**src/rtl/writeback_stage_pkg.sv**
```systemverilog
// Shared types, constants and helpers for the writeback stage.
// Load width/sign encodings, source-select enum, pending-entry layout and
// the load extraction/extension helper live here so the top and the
// pending FIFO agree on one definition.
package writeback_stage_pkg;

  localparam int WB_DATA_WIDTH     = 32;
  localparam int WB_REG_ADDR_WIDTH = 5;

  localparam logic [2:0] LB  = 3'b000;
  localparam logic [2:0] LH  = 3'b001;
  localparam logic [2:0] LW  = 3'b010;
  localparam logic [2:0] LBU = 3'b100;
  localparam logic [2:0] LHU = 3'b101;

  typedef enum logic [1:0] {
    WB_NONE,
    WB_PIPE,
    WB_PEND,
    WB_LU_BYPASS
  } wb_src_t;

  // A pending long-latency result; valid drops when a younger pipe write
  // to the same register makes the result obsolete.
  typedef struct packed {
    logic                         valid;
    logic [WB_REG_ADDR_WIDTH-1:0] rd;
    logic [WB_DATA_WIDTH-1:0]     data;
  } pend_entry_t;

  // Pick the addressed byte/half out of an aligned word and extend it.
  // Unknown encodings fall back to the whole word.
  function automatic logic [WB_DATA_WIDTH-1:0] load_extend(
    input logic [WB_DATA_WIDTH-1:0] word,
    input logic [2:0]               funct3,
    input logic [1:0]               off
  );
    logic [7:0]               byte_v;
    logic [15:0]              half_v;
    logic [WB_DATA_WIDTH-1:0] result;
    byte_v = word[{off, 3'b000} +: 8];
    half_v = off[1] ? word[31:16] : word[15:0];
    case (funct3)
      LB:      result = {{24{byte_v[7]}}, byte_v};
      LBU:     result = {24'h000000, byte_v};
      LH:      result = {{16{half_v[15]}}, half_v};
      LHU:     result = {16'h0000, half_v};
      LW:      result = word;
      default: result = word;
    endcase
    return result;
  endfunction

endpackage

```
**src/rtl/writeback_pend_fifo.sv**
```systemverilog
// Circular buffer holding long-latency results that could not take the
// register-file write port on arrival. Supports one push and one pop per
// cycle plus a broadcast invalidate (kill) by destination register that
// clears the valid flag of every stored entry with a matching rd.
module writeback_pend_fifo
  import writeback_stage_pkg::*;
#(
  parameter int DEPTH = 4,
  localparam int PTR_W = $clog2(DEPTH),
  localparam int CNT_W = PTR_W + 1
) (
  input  logic                         clk,
  input  logic                         reset,
  input  logic                         push,
  input  pend_entry_t                  push_entry,
  input  logic                         pop,
  input  logic                         kill_en,
  input  logic [WB_REG_ADDR_WIDTH-1:0] kill_id,
  output pend_entry_t                  head,
  output logic [CNT_W-1:0]             count,
  output logic                         full,
  output logic                         empty
);

  pend_entry_t      mem [DEPTH];
  logic [PTR_W-1:0] wr_ptr;
  logic [PTR_W-1:0] rd_ptr;
  logic             do_push;
  logic             do_pop;

  assign full    = (count == CNT_W'(DEPTH));
  assign empty   = (count == '0);
  assign head    = mem[rd_ptr];
  assign do_push = push && !full;
  assign do_pop  = pop && !empty;

  // Storage, pointers and occupancy; kill clears valid everywhere, a push
  // then overwrites its own slot, and pointers wrap naturally (DEPTH is 2^n).
  always_ff @(posedge clk or posedge reset) begin
    if (reset) begin
      for (int i = 0; i < DEPTH; i++) begin
        mem[i] <= '0;
      end
      wr_ptr <= '0;
      rd_ptr <= '0;
      count  <= '0;
    end else begin
      for (int i = 0; i < DEPTH; i++) begin
        if (kill_en && (mem[i].rd == kill_id)) begin
          mem[i].valid <= 1'b0;
        end
      end
      if (do_push) begin
        mem[wr_ptr] <= push_entry;
        wr_ptr      <= wr_ptr + 1'b1;
      end
      if (do_pop) begin
        rd_ptr <= rd_ptr + 1'b1;
      end
      case ({do_push, do_pop})
        2'b10:   count <= count + 1'b1;
        2'b01:   count <= count - 1'b1;
        default: count <= count;
      endcase
    end
  end

endmodule

```
**src/rtl/writeback_stage.sv**
```systemverilog
// Final pipeline stage: merges in-order memory-stage results and
// out-of-order long-latency results onto one registered register-file
// write port. Long-latency results that lose arbitration wait in a small
// FIFO; a younger pipe write to the same rd invalidates them.
// Optional macro WB_FORWARD_EN exposes the combinational selected source
// (fwd_valid/fwd_id/fwd_data) for same-cycle bypass in decode.
// DATA_WIDTH and REG_ADDR_WIDTH must match the package widths, since the
// pending entry layout and load helper are defined there.
module writeback_stage
  import writeback_stage_pkg::*;
#(
  parameter int DATA_WIDTH     = WB_DATA_WIDTH,
  parameter int REG_ADDR_WIDTH = WB_REG_ADDR_WIDTH,
  parameter int PEND_DEPTH     = 4
) (
  input  logic                          clk,
  input  logic                          reset,
  input  logic                          wb_valid,
  input  logic                          wb_reg_write,
  input  logic                          wb_mem_read,
  input  logic [2:0]                    wb_funct3,
  input  logic [REG_ADDR_WIDTH-1:0]     wb_rd_id,
  input  logic [DATA_WIDTH-1:0]         wb_alu_result,
  input  logic [DATA_WIDTH-1:0]         wb_mem_data,
  input  logic                          lu_valid,
  output logic                          lu_ready,
  input  logic [REG_ADDR_WIDTH-1:0]     lu_rd_id,
  input  logic [DATA_WIDTH-1:0]         lu_data,
  output logic                          write_en,
  output logic [REG_ADDR_WIDTH-1:0]     write_id,
  output logic [DATA_WIDTH-1:0]         write_data,
  output logic [$clog2(PEND_DEPTH):0]   pend_count
`ifdef WB_FORWARD_EN
  ,
  output logic                          fwd_valid,
  output logic [REG_ADDR_WIDTH-1:0]     fwd_id,
  output logic [DATA_WIDTH-1:0]         fwd_data
`endif
);

  logic                      pipe_write;
  logic [DATA_WIDTH-1:0]     pipe_data;
  logic                      lu_accept;
  logic                      lu_nonzero;
  logic                      fifo_empty;
  logic                      fifo_full;
  logic                      fifo_push;
  logic                      fifo_pop;
  pend_entry_t               push_entry;
  pend_entry_t               head;
  wb_src_t                   src;
  logic [REG_ADDR_WIDTH-1:0] sel_id;
  logic [DATA_WIDTH-1:0]     sel_data;

  assign pipe_write = wb_valid && wb_reg_write && (wb_rd_id != '0);
  assign pipe_data  = wb_mem_read
                      ? load_extend(wb_mem_data, wb_funct3, wb_alu_result[1:0])
                      : wb_alu_result;

  // Ready follows the registered occupancy only, so a slot freed by this
  // cycle's pop is offered to the long-latency unit one cycle later.
  assign lu_ready   = !fifo_full;
  assign lu_accept  = lu_valid && lu_ready;
  assign lu_nonzero = (lu_rd_id != '0);

  writeback_pend_fifo #(
    .DEPTH (PEND_DEPTH)
  ) u_pend_fifo (
    .clk        (clk),
    .reset      (reset),
    .push       (fifo_push),
    .push_entry (push_entry),
    .pop        (fifo_pop),
    .kill_en    (pipe_write),
    .kill_id    (wb_rd_id),
    .head       (head),
    .count      (pend_count),
    .full       (fifo_full),
    .empty      (fifo_empty)
  );

  // Arbitrate the write port: pipe first, then a valid buffer head, then a
  // direct LU bypass when nothing is queued; invalid heads are popped alone.
  always_comb begin
    src        = WB_NONE;
    sel_id     = '0;
    sel_data   = '0;
    fifo_pop   = 1'b0;
    fifo_push  = 1'b0;
    push_entry = '0;

    if (pipe_write) begin
      src      = WB_PIPE;
      sel_id   = wb_rd_id;
      sel_data = pipe_data;
    end else if (!fifo_empty && head.valid) begin
      src      = WB_PEND;
      sel_id   = head.rd;
      sel_data = head.data;
    end else if (fifo_empty && lu_accept && lu_nonzero) begin
      src      = WB_LU_BYPASS;
      sel_id   = lu_rd_id;
      sel_data = lu_data;
    end

    fifo_pop  = !fifo_empty && (!head.valid || !pipe_write);
    fifo_push = lu_accept && lu_nonzero && (pipe_write || !fifo_empty);

    push_entry.valid = !(pipe_write && (lu_rd_id == wb_rd_id));
    push_entry.rd    = lu_rd_id;
    push_entry.data  = lu_data;
  end

  // Register the selected source; id/data hold when nothing is written.
  always_ff @(posedge clk or posedge reset) begin
    if (reset) begin
      write_en   <= 1'b0;
      write_id   <= '0;
      write_data <= '0;
    end else begin
      write_en <= (src != WB_NONE);
      if (src != WB_NONE) begin
        write_id   <= sel_id;
        write_data <= sel_data;
      end
    end
  end

`ifdef WB_FORWARD_EN
  assign fwd_valid = !reset && (src != WB_NONE);
  assign fwd_id    = sel_id;
  assign fwd_data  = sel_data;
`endif

endmodule

```
**config.mk**
```make
export PLATFORM = sky130hd
export DESIGN_NAME = writeback_stage
export DESIGN_NICKNAME = d
export VERILOG_FILES = /design/src/rtl/writeback_stage_pkg.sv /design/src/rtl/writeback_pend_fifo.sv /design/src/rtl/writeback_stage.sv
export SDC_FILE = /design/constraint.sdc
export NUM_CORES = 1
export LEC_CHECK = 0
export CORE_ASPECT_RATIO = 1.4
export CORE_MARGIN = 10
export CORE_UTILIZATION = 30
export CTS_CLUSTER_SIZE = 24
export DETAILED_ROUTE_END_ITERATION = 10
export HOLD_SLACK_MARGIN = 0.08
export SYNTH_ARGS = -nofsm -noshare
export SYNTH_HDL_FRONTEND = slang
export SYNTH_SLANG_ARGS = --single-unit
```
**constraint.sdc**
```tcl
create_clock -name clk -period 7.6 [get_ports clk]
set_clock_uncertainty 0.05 [all_clocks]
set_input_delay 1.52 -clock clk [delete_from_list [all_inputs] [get_ports clk]]
set_output_delay 1.52 -clock clk [all_outputs]
set_load 0.01 [all_outputs]
```
=== Word-level counts from Yosys, hierarchy flattened ===
Cells that the tools add are included.

* Muxes and demuxes: 24
* Reductions and logical operators: 30
* Add/subtract/negate cells: 4
* Magnitude comparators: 3
* Bitwise logic cells: 2
* Equal/unequal tests: 11
* Shifts and indexed selects: 1

{| class="wikitable"
|+ Operators by type and width
! cell !! count
|-
| bitwise mux 152 bit || 1
|-
| 2-to-1 mux 152 bit || 1
|-
| 2-to-1 mux 32 bit || 4
|-
| one-hot mux 32 bit (4 select lines) || 1
|-
| 2-to-1 mux 38 bit || 3
|-
| binary-select mux 38 bit (select 2 bit) || 1
|-
| demux 38 bit (select 2 bit) || 1
|-
| indexed part select 32 x 6 -> 8 bit || 1
|-
| equality test 5 bit || 5
|-
| logical AND 1 bit || 17
|-
| 2-to-1 mux 16 bit || 1
|-
| 2-to-1 mux 5 bit || 3
|-
| nonzero test 5 bit || 2
|-
| equality test 3 bit (second input constant) || 3
|-
| greater-or-equal comparator 3 bit (second input constant) || 2
|-
| logical NOT 3 bit || 2
|-
| 2-to-1 mux 2 bit || 3
|-
| inverter 2 -> 3 bit || 2
|-
| one-hot mux 3 bit (2 select lines) || 1
|-
| logical NOT 1 bit || 5
|-
| adder 2 x 1 -> 2 bit (second input constant) || 2
|-
| 2-to-1 mux 1 bit || 4
|-
| nonzero test 2 bit || 2
|-
| adder 3 x 1 -> 3 bit (second input constant) || 1
|-
| other kinds (6) || 7
|}

* Flip-flop bits (word level): 197
* Output and inout bits: 42

=== Logic depth before layout (Yosys ltp) ===
Gate-level depths: netlist of the first run.

* Depth in word-level cells: 10
* Depth in mapped cells: 12

=== Modules after synthesis ===
A second synthesis of the first run with hierarchy kept.

* Cell total of the unflattened synthesis: 779
* Area, all modules: 10009.6 um^2

{| class="wikitable"
|+ Modules (own cells, without submodules)
! module !! instances !! area an instance (um^2) !! seq. area each (um^2) !! cells an instance
|-
| writeback_pend_fifo || 1 || 7179.4 || 3978.8 || 441
|-
| writeback_stage || 1 || 2830.2 || 950.9 || 338
|}

=== Worst setup path after synthesis of the first run ===
Ideal clock, no wire load.

* Path type: input -> register
* From: input wb_rd_id[2]
* To: register u_pend_fifo.count[2]
* Cell stages on the path: 10
* Data arrival time: 3.613 ns
* Data required time: 7.471 ns
* Path buffers: 1
* Slack: 3.858 ns
* Cell sequence: clkbuf_1 -> o311ai_0 -> nand2_1 -> a21oi_1 -> ha_1 -> inv_1 -> fa_1 -> xor2_1 -> nor2_1 -> xor2_1

* Word-level cells in the longest chain between the ends: 8
* Elaborated cells on any way between the ends: 13

{| class="wikitable"
|+ RTL lines
! what !! RTL line !! RTL
|-
| start: declaration || writeback_stage.sv:22 || <nowiki>input logic [REG_ADDR_WIDTH-1:0] wb_rd_id,</nowiki>
|-
| nonzero test 5 bit (*) || writeback_stage.sv:55 || <nowiki>assign pipe_write = wb_valid && wb_reg_write && (wb_rd_id != '0);</nowiki>
|-
| logical AND 1 bit (*) || writeback_stage.sv:55 ||
|-
| logical NOT 1 bit (*) || writeback_stage.sv:106 || <nowiki>fifo_pop = !fifo_empty && (!head.valid || !pipe_write);</nowiki>
|-
| logical OR 1 bit (*) || writeback_stage.sv:106 ||
|-
| logical AND 1 bit (*) || writeback_stage.sv:106 ||
|-
| logical AND 1 bit (*) || writeback_pend_fifo.sv:35 || <nowiki>assign do_pop = pop && !empty;</nowiki>
|-
| named net u_pend_fifo.do_pop || writeback_pend_fifo.sv:29 || <nowiki>logic do_pop;</nowiki>
|-
| equality test 2 x 1 -> 1 bit / equality test 2 bit (equally long branches) || writeback_pend_fifo.sv:60 || <nowiki>case ({do_push, do_pop})</nowiki>
|-
| one-hot mux 3 bit (2 select lines) / nonzero test 2 bit (equally long branches) || -- ||
|-
| end signal: assignment || writeback_pend_fifo.sv:61 || <nowiki>2'b10: count <= count + 1'b1;</nowiki>
|-
| end signal: assignment || writeback_pend_fifo.sv:62 || <nowiki>2'b01: count <= count - 1'b1;</nowiki>
|-
| end signal: assignment || writeback_pend_fifo.sv:63 || <nowiki>default: count <= count;</nowiki>
|-
| end: declaration || writeback_pend_fifo.sv:20 || <nowiki>output logic [CNT_W-1:0] count,</nowiki>
|}

The timed path passes the listed nets; every way through them passes the cells marked *.
A chain may end at the register's enable or synchronous reset.

=== Worst setup path after layout of the first run ===
* From: input wb_alu_result[1]
* To: register write_data[16]

* Word-level cells in the longest chain between the ends: 4
* Elaborated cells on any way between the ends: 5

{| class="wikitable"
|+ RTL lines
! what !! RTL line !! RTL
|-
| start: declaration || writeback_stage.sv:23 || <nowiki>input logic [DATA_WIDTH-1:0] wb_alu_result,</nowiki>
|-
| indexed part select 32 x 6 -> 8 bit / 2-to-1 mux 16 bit (equally long branches) || writeback_stage_pkg.sv:41, writeback_stage_pkg.sv:42 ||
|-
| one-hot mux 32 bit (4 select lines) (*) || writeback_stage_pkg.sv:43 || <nowiki>case (funct3)</nowiki>
|-
| 2-to-1 mux 32 bit (*) || writeback_stage.sv:57 || <nowiki>? load_extend(wb_mem_data, wb_funct3, wb_alu_result[1:0])</nowiki>
|-
| 2-to-1 mux 32 bit (*) || writeback_stage.sv:92 || <nowiki>if (pipe_write) begin</nowiki>
|-
| end signal: assignment || writeback_stage.sv:124 || <nowiki>write_data <= sel_data;</nowiki>
|-
| end: declaration || writeback_stage.sv:31 || <nowiki>output logic [DATA_WIDTH-1:0] write_data,</nowiki>
|}

Every way passes the cells marked *; elsewhere a longest branch is shown, timed or not.

==> results_dict.tcl, run 1 <==
set metrics [dict create \
    yosys_most_used_dff "dfrtp_1" \
    r2r_slack_ps 5040 \
    antenna_left 0 \
    gp_congestion 0.833 \
    p_per_area_mw_per_mm2 414 \
    synth_warnings 0 \
    peakVddDrop_uv 211 \
    antenna_found_initial 3 \
    top_usage_layer "met2" \
    fmax_mhz 234 \
    ctsHoldBuffers 0 \
    path_max_fanout 18 \
    synth_top_area_share_pct 47.6 \
    grt_pass1_vias 7833 \
    postLayoutCoreUtil_pct 37.6 \
    fin_crit_sh_pct 56.2 \
    portBuffers 156 \
    p_leak_nw 5.23 \
    wire_per_inst_um 24.0 \
    hold_depth 1 \
    crit_path_end_kind "flip-flop" \
    clock_latency_ps 440 \
    cts_tree "yes" \
    cts_max_path_buffers 2 \
    layout-drive-gt1-share_pct 26.4 \
    root_buffer "clkbuf_16" \
    synth_area_mm2 0.0104 \
    cts_buffers 17 \
    grtUsageMet2_pct 26.5 \
    final_common_cell "dfrtp_1" \
    slew_violations 0 \
    startpoint_type "primary input" \
    layout-area-overhead-vs-synth_pct 23.7 \
    use_met3_pct 3.22 \
    start_util_pct 30.4 \
    postSynthCellCount 806 \
    fp.dieH_um 240 \
    finalSetupViolations 0 \
    min_path_type "reg2reg" \
    ff2ff_path_depth 5 \
    h-tree-depth 4 \
    syn_avg_cell_area_um2 12.9 \
    synth.distinct_cells 52 \
    vias 7493 \
    viasPerCell 5.38 \
    grt_overflow 0 \
    drt-total-wl_um 33400 \
    clk_pin_slew_worst_paths_ps 70 \
    dieArea_mm2 0.0425 \
    cap_violations 0 \
    fin_nets 1053 \
    die_w_um 177 \
    grt_max_degree 76 \
    whs_ps 451 \
    worstPathArrival_ps 4560 \
    r2r_start "u_pend_fifo.count[0]$_DFFE_PP0P_" \
    hold_viol 0 \
    ys_seq_area_share_pct 47.6 \
    outcome "finished, final reports clean" \
    clock_sinks 197 \
    grt_use_total_pct 15.5 \
    fillers 3268 \
    first_pass_iters 5 \
    grt_pass1_wl_um 49300 \
    core_area_mm2 0.0341 \
    netlist_top_cells_area "dfrtp_1 48%, mux2_2 13%, mux4_2 7.6%" \
    worst_pin_slew_ps 982 \
    rsz0062_at_grt "false" \
    drtIter0Drc 559 \
    async_flop_share_pct 100 \
    path_class "in2reg" \
    final_cell_mix "195 x dfrtp_1, 156 x clkdlybuf4s50_1, 117 x mux2_2" \
    cts_setup_buffers 0 \
    met1_usage_pct 18.1 \
    finalSetupTns_ps 0 \
    rows 80 \
    dp_hpwl_um 23100 \
    ys_ff_latch 197 \
    min_period_ps 4270 \
    io_pins 157 \
    synth-edff-count 0 \
    slew_headroom_pct 34.3 \
    drc 0 \
    critical_path_required_ps 7890 \
    synth_nets 927 \
    post_cts_resized 0 \
    synth_top_cell_by_area "dfrtp_1" \
]
## routing by layer
metal,routed length (um),up-vias,part of all wire [%]
met4,1110,2,3.3
met2,17100,274,51
li1,-,3307,-
met3,1910,52,5.7
met5,12,-,0.036
met1,13200,3858,40
## cells in the mapped netlist, drive strengths merged (11+ instances only)
| master | count |
|---|---|
| dfrtp | 197 |
| xor2 | 14 |
| inv | 12 |
| mux2 | 155 |
| nand3 | 11 |
| nand2 | 35 |
| o21ai | 25 |
| nor2 | 34 |
| a221oi | 12 |
| o22ai | 17 |
| mux2i | 19 |
| clkbuf | 28 |
| xnor2 | 17 |
| o221ai | 24 |
| mux4 | 35 |
| buf | 36 |
| a21oi | 30 |
## metrics by stage
step,power [W],cells,cell area [um^2],worst slack (ps)
after global routing,0.00562,1394,12800,3170
after CTS,0.00537,1392,12800,3350
after floorplan,0.00362,806,10400,661
after detailed placement,0.00446,1364,12300,2860
after global placement,0.00441,1364,12300,2950
final,0.00531,1394,12800,3330
## worst max path at each step
stage	endpoint	depth (start not counted)	from
4_1_cts	write_data[27]$_DFFE_PP0P_	6	wb_alu_result[1]
2_1_floorplan	async pin	1	reset
3_3_place_gp	write_data[31]$_DFFE_PP0P_	6	wb_alu_result[1]
5_1_grt	write_data[16]$_DFFE_PP0P_	6	wb_alu_result[1]
3_5_place_dp	write_data[27]$_DFFE_PP0P_	6	wb_alu_result[1]
6_report	write_data[16]$_DFFE_PP0P_	6	wb_alu_result[1]
## logic make-up after synthesis
logic type	share of synthesized area, %
adders and majority gates	0.797
AOI/OAI and AO/OA	12.3
and+or+nand+nor	5.08
xor gates and xnor gates	2.62
muxes	27.7
DFF	47.6
buffers and inverters	3.97
## report_power, final
part | internal [W] | switching, W
registers | 0.00160 | 0.000325
logic | 0.00137 | 0.00113
clock network | 0.000496 | 0.000395
## critical path: stages
cell and delay, ps:
clkdlybuf4s50_1 1120, mux4_2 660, a221oi_1 780, a21boi_0 260, o41ai_1 90, o21a_1 120
## layout make-up
cell class	instances	area (um^2)	area share [%]
flip-flops and latches	197	4930	38.5
inverters	12	52.6	0.410
clock inverters	8	103	0.800
clock buffers	20	457	3.56
multi-input cells	533	5030	39.3
diodes	2	5.00	0.0390
repair buffers	171	1670	13.1
well taps	451	564	4.40
No activity file was read; power rests on OpenSTA's default activity.
==> inputs of run 2 (changes only) <==
==> constraint.sdc (replaced) <==
create_clock -name clk -period 4.23 [get_ports clk]
set_clock_uncertainty 0.05 [all_clocks]
set_input_delay 0.846 -clock clk [delete_from_list [all_inputs] [get_ports clk]]
set_output_delay 0.846 -clock clk [all_outputs]
set_load 0.01 [all_outputs]
==> run 2 against run 1 <==
Compared with the run above: utilization grew 0.60 points; global-route usage grew 0.46 points; first-iteration DRC count shrank 27%; highest routed layer unchanged; cell count grew 1.2%; setup slack lost 2300 ps; worst hold slack lost 10 ps; critical path type unchanged; critical endpoint is now u_pend_fifo.count[2]$_DFFE_PP0P_.
==> results_dict.tcl, run 2 (synthesized netlist as in run 1, its figures left out) <==
set metrics [dict create \
    io_pins 157 \
    outcome "finished, final reports clean" \
    path_class "in2reg" \
    slew_headroom_pct 27.7 \
    clock_latency_ps 450 \
    min_period_ps 3220 \
    first_pass_iters 4 \
    cts_setup_buffers 0 \
    ctsHoldBuffers 0 \
    gp_congestion 0.946 \
    antenna_left 0 \
    grt_pass1_vias 8047 \
    finalSetupViolations 0 \
    min_path_type "reg2reg" \
    slew_violations 0 \
    worstSetupStartpoint "lu_rd_id[1]" \
    cts_tree "yes" \
    finalSetupTns_ps 0 \
    fin_nets 1067 \
    drtIter0Drc 409 \
    start_util_pct 30.4 \
    cts_max_path_buffers 2 \
    r2r_start "u_pend_fifo.count[0]$_DFFE_PP0P_" \
    fillers 3244 \
    cts_buffers 17 \
    grt_pass1_wl_um 51500 \
    grt_use_total_pct 16.0 \
    viasPerCell 5.32 \
    dieArea_mm2 0.0425 \
    grt_overflow 0 \
    dp_worst_setup_slack_ps 566 \
    top_usage_layer "met2" \
    met1_usage_pct 18.6 \
    holdCritStartpoint "write_data[0]$_DFFE_PP0P_" \
    layout-area-overhead-vs-synth_pct 25.7 \
    use_met3_pct 3.28 \
    core_area_mm2 0.0341 \
    worst_pin_slew_ps 1070 \
    multi_input_area_mm2 0.00503 \
    register_area_mm2 0.00493 \
    layout-drive-gt1-share_pct 27.8 \
    antenna_found_initial 1 \
    dp_hpwl_um 24600 \
    grtUsageMet2_pct 28.0 \
    p_per_area_mw_per_mm2 744 \
    critical_path_required_ps 4550 \
    path_max_fanout 7 \
    rsz0062_at_grt "false" \
    drc 0 \
    vias 7500 \
    fp.dieH_um 240 \
    finalWorstSetupSlack_ps 1010 \
    clock_sinks 197 \
    final_common_cell "dfrtp_1" \
    fmax_mhz 310 \
    wire_per_inst_um 24.1 \
    peakVddDrop_uv 441 \
    h-tree-depth 4 \
    portBuffers 156 \
    p_leak_nw 5.35 \
    hold_viol 0 \
    grt_max_degree 111 \
    cap_violations 0 \
    post_cts_resized 0 \
    worstPathArrival_ps 3540 \
    rows 80 \
    final_cell_mix "195 x dfrtp_1, 156 x clkdlybuf4s50_1, 117 x mux2_2" \
    root_buffer "clkbuf_16" \
    fin_crit_sh_pct 76.1 \
    drt-total-wl_um 34100 \
    startpoint_type "primary input" \
    crit_path_end_kind "flip-flop" \
    clk_pin_slew_worst_paths_ps 70 \
    die_w_um 177 \
]
## run 2: through the flow
stage | utilization, % | total power, W | instance area, um^2 | hold WS [ps] | cells
finish | 38.2 | 0.00969 | 13000 | 441 | 1411
global route | 38.2 | 0.0103 | 13000 | 464 | 1409
CTS | 38.2 | 0.00977 | 13000 | 450 | 1409
detailed placement | 36.4 | 0.00810 | 12400 | 433 | 1378
global placement | 36.4 | 0.00801 | 12400 | 427 | 1378
floorplan | - | 0.00650 | 10400 | 424 | 806
## run 2: final cells by class
type                            instances  share of cell area, %
Clock inverter                         12                   1.05
Timing Repair Buffer                  185                   14.2
Tap cell                              451                   4.33
Multi-Input combinational cell        533                   38.6
Clock buffer                           19                   3.48
Antenna cell                            2                 0.0384
Sequential cell                       197                   37.9
Inverter                               12                  0.375
## run 2: power by group
group	leakage, nW	internal, W	total (W)	switching (W)
registers	2.34	0.00287	0.00345	0.000588
clock network	0.289	0.000864	0.00165	0.000788
logic	2.72	0.00252	0.00458	0.00206
total	5.35	0.00625	0.00969	0.00344
## run 2: path summary, 6_finish.rpt
path	endpoint	slack [ps]	cells after the start
setup / recovery	u_pend_fifo.count[2]$_DFFE_PP0P_	1010	11
hold / removal	write_data[0]$_DFFE_PP0P_	440	2
setup reg to reg	u_pend_fifo.count[2]$_DFFE_PP0P_	1330	10
hold reg to reg	write_data[0]$_DFFE_PP0P_	440	2
max in group asynchronous	async pin	2700	3
min in group asynchronous	write_data[11]$_DFFE_PP0P_	600	2
## run 2: worst max-delay path, stage by stage
cell and delay, ps:
clkdlybuf4s50_1 530, or4_4 600, o211a_1 270, and2_4 210, inv_1 60, ha_1 170
inv_1 60, fa_1 370, xor2_1 160, nor2_1 120, xor2_1 150
## run 2: routing by layer
layer / wire, um / vias to the layer above
li1: - / 3337
met1: 13500 / 3900
met2: 17900 / 204
met3: 1640 / 57
met4: 942 / 2
met5: 13 / -
